`config.mk`:
```
export PLATFORM = sky130hd
export DESIGN_NAME = hilo_div_ctrl_flat
export DESIGN_NICKNAME = d
export VERILOG_FILES = /design/src/rtl/hilo_div_ctrl_if.sv /design/src/rtl/hilo_div_ctrl.sv /design/src/flat_wrapper.sv
export SDC_FILE = /design/constraint.sdc
export NUM_CORES = 1
export LEC_CHECK = 0
export ABC_CLOCK_PERIOD_IN_PS = 2500
export CORE_AREA = 2 2 93 95
export CTS_CLUSTER_SIZE = 30
export DETAILED_ROUTE_END_ITERATION = 12
export DIE_AREA = 0 0 95 97
export PLACE_DENSITY_LB_ADDON = 0.2
export SLEW_MARGIN = 5
export SYNTH_ARGS = -nofsm -noshare
export SYNTH_HDL_FRONTEND = slang
export SYNTH_SLANG_ARGS = --single-unit
```
`constraint.sdc`:
```
create_clock -name clk -period 2.5 [get_ports clk]
set_input_delay 0.5 -clock clk [delete_from_list [all_inputs] [get_ports clk]]
set_output_delay 0.5 -clock clk [all_outputs]
set_load 0.02 [all_outputs]
```
`src/rtl/hilo_div_ctrl_if.sv`:
```
// Bundle of control-unit, divider and HI/LO access signals for hilo_div_ctrl.
// slave is the sequencer's view; master is the surrounding control/datapath view.
interface hilo_div_ctrl_if #(
    parameter int WIDTH = 32
);
    logic             div_start;
    logic [WIDTH-1:0] div_lo_in;
    logic [WIDTH-1:0] div_hi_in;
    logic             divby0flag;
    logic             divOp;
    logic             mthi;
    logic             mtlo;
    logic [WIDTH-1:0] wr_data;
    logic [WIDTH-1:0] hi_out;
    logic [WIDTH-1:0] lo_out;
    logic             div_busy;
    logic             div_done;
    logic             div_zero_exc;

    modport slave (
        input  div_start,
        input  div_lo_in,
        input  div_hi_in,
        input  divby0flag,
        input  mthi,
        input  mtlo,
        input  wr_data,
        output divOp,
        output hi_out,
        output lo_out,
        output div_busy,
        output div_done,
        output div_zero_exc
    );

    modport master (
        output div_start,
        output div_lo_in,
        output div_hi_in,
        output divby0flag,
        output mthi,
        output mtlo,
        output wr_data,
        input  divOp,
        input  hi_out,
        input  lo_out,
        input  div_busy,
        input  div_done,
        input  div_zero_exc
    );
endinterface

```
`src/rtl/hilo_div_ctrl.sv`:
```
// Sequences the iterative divider, owns the architectural HI/LO registers and
// services mthi/mtlo writes; raises a pulse on completion or divide-by-zero.
module hilo_div_ctrl #(
    parameter int WIDTH      = 32,
    parameter int DIV_CYCLES = 32
) (
    input  logic           clk,
    input  logic           reset,
    hilo_div_ctrl_if.slave bus
);

    typedef enum logic [1:0] {
        IDLE    = 2'd0,
        RUN     = 2'd1,
        CAPTURE = 2'd2
    } state_t;

    localparam logic [5:0] LAST_CNT = 6'(DIV_CYCLES - 1);

    state_t           state, state_n;
    logic [5:0]       cnt, cnt_n;
    logic             div_op_q, div_op_n;
    logic             done_q, done_n;
    logic             exc_q, exc_n;
    logic [WIDTH-1:0] hi_q, hi_n;
    logic [WIDTH-1:0] lo_q, lo_n;

    always_ff @(posedge clk) begin
        if (!reset) begin
            state    <= IDLE;
            cnt      <= 6'd0;
            div_op_q <= 1'b0;
            done_q   <= 1'b0;
            exc_q    <= 1'b0;
            hi_q     <= '0;
            lo_q     <= '0;
        end else begin
            state    <= state_n;
            cnt      <= cnt_n;
            div_op_q <= div_op_n;
            done_q   <= done_n;
            exc_q    <= exc_n;
            hi_q     <= hi_n;
            lo_q     <= lo_n;
        end
    end

    always_comb begin
        state_n  = state;
        cnt_n    = cnt;
        div_op_n = 1'b0;
        done_n   = 1'b0;
        exc_n    = 1'b0;
        hi_n     = hi_q;
        lo_n     = lo_q;

        if (bus.mthi) begin
            hi_n = bus.wr_data;
        end
        if (bus.mtlo) begin
            lo_n = bus.wr_data;
        end

        case (state)
            IDLE: begin
                if (bus.div_start) begin
                    state_n  = RUN;
                    cnt_n    = 6'd0;
                    div_op_n = 1'b1;
                end
            end
            RUN: begin
                cnt_n    = cnt + 6'd1;
                div_op_n = 1'b1;
                // The divider only reports a zero divisor meaningfully on its first iteration.
                if ((cnt == 6'd0) && bus.divby0flag) begin
                    state_n  = IDLE;
                    cnt_n    = 6'd0;
                    div_op_n = 1'b0;
                    exc_n    = 1'b1;
                end else if (cnt == LAST_CNT) begin
                    state_n = CAPTURE;
                end
            end
            CAPTURE: begin
                // Division result overrides any concurrent mthi/mtlo.
                hi_n     = bus.div_hi_in;
                lo_n     = bus.div_lo_in;
                done_n   = 1'b1;
                state_n  = IDLE;
                cnt_n    = 6'd0;
                div_op_n = 1'b0;
            end
            default: begin
                state_n = IDLE;
                cnt_n   = 6'd0;
            end
        endcase
    end

    assign bus.divOp        = div_op_q;
    assign bus.div_done     = done_q;
    assign bus.div_zero_exc = exc_q;
    assign bus.hi_out       = hi_q;
    assign bus.lo_out       = lo_q;
    assign bus.div_busy     = (state == RUN) || (state == CAPTURE);

endmodule

```
`src/flat_wrapper.sv`:
```
// flat-port wrapper written by rule: the top's interface ports become plain ports
module hilo_div_ctrl_flat 
#(
    parameter int WIDTH      = 32,
    parameter int DIV_CYCLES = 32
)
  (clk, reset, bus_div_start, bus_div_lo_in, bus_div_hi_in, bus_divby0flag, bus_mthi, bus_mtlo, bus_wr_data, bus_divOp, bus_hi_out, bus_lo_out, bus_div_busy, bus_div_done, bus_div_zero_exc);
  hilo_div_ctrl_if #(.WIDTH(WIDTH)) bus_i ();
  input  logic clk;
  input  logic reset;
  input wire logic [$bits(bus_i.div_start)-1:0] bus_div_start;
  input wire logic [$bits(bus_i.div_lo_in)-1:0] bus_div_lo_in;
  input wire logic [$bits(bus_i.div_hi_in)-1:0] bus_div_hi_in;
  input wire logic [$bits(bus_i.divby0flag)-1:0] bus_divby0flag;
  input wire logic [$bits(bus_i.mthi)-1:0] bus_mthi;
  input wire logic [$bits(bus_i.mtlo)-1:0] bus_mtlo;
  input wire logic [$bits(bus_i.wr_data)-1:0] bus_wr_data;
  output wire logic [$bits(bus_i.divOp)-1:0] bus_divOp;
  output wire logic [$bits(bus_i.hi_out)-1:0] bus_hi_out;
  output wire logic [$bits(bus_i.lo_out)-1:0] bus_lo_out;
  output wire logic [$bits(bus_i.div_busy)-1:0] bus_div_busy;
  output wire logic [$bits(bus_i.div_done)-1:0] bus_div_done;
  output wire logic [$bits(bus_i.div_zero_exc)-1:0] bus_div_zero_exc;
  assign bus_i.div_start = bus_div_start;
  assign bus_i.div_lo_in = bus_div_lo_in;
  assign bus_i.div_hi_in = bus_div_hi_in;
  assign bus_i.divby0flag = bus_divby0flag;
  assign bus_i.mthi = bus_mthi;
  assign bus_i.mtlo = bus_mtlo;
  assign bus_i.wr_data = bus_wr_data;
  assign bus_divOp = bus_i.divOp;
  assign bus_hi_out = bus_i.hi_out;
  assign bus_lo_out = bus_i.lo_out;
  assign bus_div_busy = bus_i.div_busy;
  assign bus_div_done = bus_i.div_done;
  assign bus_div_zero_exc = bus_i.div_zero_exc;
  hilo_div_ctrl #(.WIDTH(WIDTH), .DIV_CYCLES(DIV_CYCLES)) u_core (.clk(clk), .reset(reset), .bus(bus_i));
endmodule
```
* Word-level counts from Yosys, hierarchy flattened
Cells that the tools add are included.
Operators by class: mux-type cells 16, reductions and logical operators 8, $add $sub $neg 1, divide/modulo/power cells 0, bitwise gates (word level) 0, equality and inequality tests 5, $lt $le $gt $ge 0, shift operators 0, multiply operators 0
Operator list (count):
- $mux 32 | 4
- $mux 6 | 2
- $pmux 6 s2 | 1
- $add 6x1->6 const B | 1
- $eq 6x5->1 const B | 1
- $logic_not 6->1 | 1
- $mux 2 | 3
- $mux 1 | 4
- $pmux 2 s2 | 1
- $reduce_and 2->1 | 2
- $reduce_bool 2->1 | 2
- $ne 3x1->1 const B | 1
- $eq 2x1->1 const B | 1
- $eq 2x2->1 const B | 1
- $logic_not 2->1 | 1
- $ne 2x2->1 const B | 1
- $pmux 1 s2 | 1
- $logic_and 1x1->1 | 1
- $logic_or 1x1->1 | 1
Word-level totals: bits in writable memories 0, latch bits 0, word-level logic and storage cells 37, flip-flop bits (word level) 75, memories 0, ROM bits 0, output and inout port bits 68, input bits 102

* Logic depth before layout (Yosys ltp)
depth in word-level cells 4, depth in mapped cells 7, mapped depth without buffers 6

* Least setup slack after synthesis
No wires, ideal clock.
path kind reg2reg, start reg u_core.state[0], end reg u_core.hi_q[31], in the netlist u_core.bus.hi_out[31], data arrival time 1345 ps, required time 2385 ps, setup slack 1040 ps, stages on the path, launching flop included 7, path buffers 2, library setup time 115 ps, clock period less this slack 1460 ps, cell sequence dfxtp_1 -> inv_1 -> ha_1 -> clkbuf_1 -> clkbuf_1 -> o21ai_0 -> and2_1
Between the ends: word-level cells in the longest chain between the ends 2, elaborated cells on any way between the ends 3, those cells by class 1 x eq/ne; 1 x mux; 1 x reduce/logical
Ends and longest elaborated chain:
- start, declared | RTL line hilo_div_ctrl.sv:20 | state_t state, state_n;
- start signal, assigned | RTL line hilo_div_ctrl.sv:38 | state <= state_n;
- $eq 2x2->1 * | RTL line hilo_div_ctrl.sv:64 | case (state)
- $mux 32 or $reduce_bool 2->1 (tied branches)
- end signal, assigned | RTL line hilo_div_ctrl.sv:43 | hi_q <= hi_n;
- end, declared | RTL line hilo_div_ctrl.sv:25 | logic [WIDTH-1:0] hi_q, hi_n;
Every way passes the cells marked *; elsewhere a longest branch is shown, timed or not. A chain may end at the register's enable or synchronous reset.

* Worst setup path after layout
start reg u_core.state[0], end out bus_div_busy
Between the ends: word-level cells in the longest chain between the ends 2, elaborated cells on any way between the ends 3, those cells by class 2 x eq/ne; 1 x reduce/logical
Ends and longest elaborated chain:
- $eq 2x1->1 or $eq 2x2->1 (tied branches) | RTL line hilo_div_ctrl.sv:106 | assign bus.div_busy = (state == RUN) || (state == CAPTURE);
- $logic_or 1x1->1 * | RTL line hilo_div_ctrl.sv:106
- end, declared | RTL line flat_wrapper.sv:21 | output wire logic [$bits(bus_i.div_busy)-1:0] bus_div_busy;
Marks and branches as above.

==> impl_metrics.csv <==
group,metric,value,unit
sta,fin_skew,7.87,ps
final_layout,nets,672,
route,via_per_inst,4.88,
grt,grt_use_total,0.206,
clock_tree,htree_levels,3,
grt,grt_max_degree,62,
worst_setup_path,cp.arrival,1700,ps
worst_setup_path,endpoint_kind,"primary output",
synthesis,ys_ff_latch,75,
floorplan,dieHeight,97,µm
sta,fmax,0.454,GHz
clock_tree,cts_hold_buf,0,
sta,tightest_slew,485,ps
synthesis,synth_area,3550,µm²
final_layout,drive_gt1_frac,0.0511,
clock_tree,cts.sinks,75,
grt,grt_pass1_vias,3256,
place,globalplace.congestion,0.818,
floorplan,rows,33,
sta,fin_crit,2200,ps
synthesis,synth_cell_type_count,26,
final_layout,utilization,0.685,
clock_tree,ctsResizeCount,0,
final_layout,fin_cells,673,
clock_tree,clk_path_buf_depth,2,
floorplan,die_x,95,µm
synthesis,syn_avg_cell_area,8.69,µm²
worst_setup_path,cp_max_fo,3,
route,routed_wl,9650,µm
pwr,max-vdd-ir-drop,0.274,mV
synthesis,synth_area_leaders,"dfxtp_1 (42%), mux2i_1 (18%), and2_1 (11%)",
sta,rsz0062_at_grt,"no",
worst_setup_path,start_kind,"register",
route,drt_iter0_drc,94,
floorplan,io_pins,170,
sta,finalSetupViolCount,0,
clock_tree,cts_post_setup_buffers_inserted,0,
sta,finalCritPeriodShare,0.882,
floorplan,die-area,9220,µm²
grt,grt_pass1_wl,15200,µm
synthesis,yosysTopAreaCell,"dfxtp_1",
place,dp_hpwl,6920,µm
place,place_inst,658,
min_path,worst_hold_path_type,"register to register",
sta,tns,0,ps
grt,globalRouteOverflowTotal,0,
clock_tree,ctsRootBufferMaster,"clkbuf_8",
worst_setup_path,critical_path_class,"register to primary output",
floorplan,coreArea,8130,µm²
route,drcViolationCount,0,
route,vias,3281,
floorplan,start_util,0.436,
sta,slew_violations,0,
synthesis,synth_nets,516,
synthesis,synth_cells,408,
place,placement.cell_area,5320,µm²
route,ant_nets,0,
final_layout,area_delta_synth_final,57.1,%
clock_tree,cts_tree,"built",
final_layout,fin_area,5570,µm²
clock_tree,numCtsBuffers,9,
synthesis,yosysSeqAreaShare,0.423,
pwr,powerDensity,556,nW/µm²
grt,antenna_found_initial,0,
clock_tree,clkTransAtPathRegs,70,ps
final_layout,n_fill_cell,687,
worst_setup_path,required,2000,ps
route,wl_per_cell,14.3,µm
sta,maxSlewHeadroom,0.677,
flow_run,cap_violations,0,
synthesis,yosysWarnings,0,
sta,hold_viol,0,
synthesis,synth_top_area_frac,0.423,
final_layout,antenna_cells,0,
route,dr.pass1.iters,4,
clock_tree,clock_latency,330,ps
place,port_buffers,169,
run_status,status,"completed",
pwr,p_leak,2.21,nW
pwr,p_total,3.10,mW
## where the power goes
part	internal, mW	switching (mW)	total, mW
Clock	0.712	0.429	1.14
Combinational	0.373	0.278	0.651
Sequential	1.27	0.0405	1.31
## worst max-delay path: stages, from the launching register on
cell and delay [ps]:
dfxtp_1 360, inv_1 110, ha_1 300, clkdlybuf4s50_1 590
## final cells by class
cell class	count	area, µm²	area share
Clock buffer	11	151	0.0272
Clock inverter	4	97.6	0.0175
Inverter	4	15.0	0.00269
Multi-Input combinational cell	300	1920	0.345
Sequential cell	75	1500	0.269
Tap cell	105	131	0.0236
Timing Repair Buffer	174	1750	0.314
## worst paths after layout
kind,endpoint,cells past startpoint,from,slack (ps)
worst min-delay path,u_core.state[0],2,u_core.state[0],500
worst max-delay path,bus_div_busy,3,u_core.state[0],300
worst min register to register,u_core.state[0],2,u_core.state[0],500
worst max register to register,u_core.bus.lo_out[9],5,u_core.state[0],850
## registers in the layout, summed over array words and instances (netlist names)
| name | flops |
|---|---|
| u_core.bus.div_done | 1 |
| u_core.bus.divOp | 1 |
| u_core.bus.lo_out | 32 |
| u_core.bus.hi_out | 32 |
| u_core.cnt | 6 |
| u_core.state | 2 |
| u_core.bus.div_zero_exc | 1 |
## cells in the final DEF (no fill, tap or decap), types with 4 or more instances in the layout
cell type / count
ha_1: 5
o21ai_0: 64
dfxtp_1: 75
nor2_1: 6
clkdlybuf4s50_1: 166
and2_1: 65
inv_1: 4
mux2i_1: 65
clkbuf_8: 11
nand2_1: 74
## synth_stat cells
cell type  instances
a21bo_2            1
a21boi_0           2
a21oi_1            1
a22oi_2            1
and2_1            65
and3_2             1
buf_1              1
buf_2              8
clkbuf_1          20
dfxtp_1           75
ha_1               6
inv_1              4
mux2i_1           65
nand2_1           74
nand2b_1           1
nand3_1            1
nand4_1            2
nor2_1             6
nor2b_1            1
nor3_1             1
nor4b_1            1
o21ai_0           64
o21ai_2            1
or4_4              1
xnor2_1            2
xor2_1             3
## kinds of logic (layout without fill, tap and decap cells)
| family | after synthesis | after routing | synth area share |
|---|---|---|---|
| AND/OR/NAND/NOR | 154 | 154 | 0.217 |
| flip-flops | 75 | 75 | 0.423 |
| AO/OA/AOI/OAI | 70 | 70 | 0.105 |
| multiplexers | 65 | 65 | 0.183 |
| buffers and inverters | 33 | 193 | 0.0378 |
| adder cells (fa/ha/maj) | 6 | 6 | 0.0212 |
| XOR/XNOR | 5 | 5 | 0.0124 |
## metrics by stage
step                setup slack (ps)  hold slack, ps
finish                           296             500
global route                     203             551
CTS                              278             501
detailed placement               593             492
global placement                 644             468
floorplan                       1040             455
## metal layers
| metal | up-vias | global-route usage | routed length (µm) |
|---|---|---|---|
| li1 | 1663 | - | - |
| met1 | 1501 | 0.244 | 4080 |
| met2 | 105 | 0.355 | 4720 |
| met3 | 12 | 0.0537 | 698 |
| met4 | 0 | 0.0713 | 148 |
| met5 | - | 0 | 0 |
(Power assumes the default switching activity.)
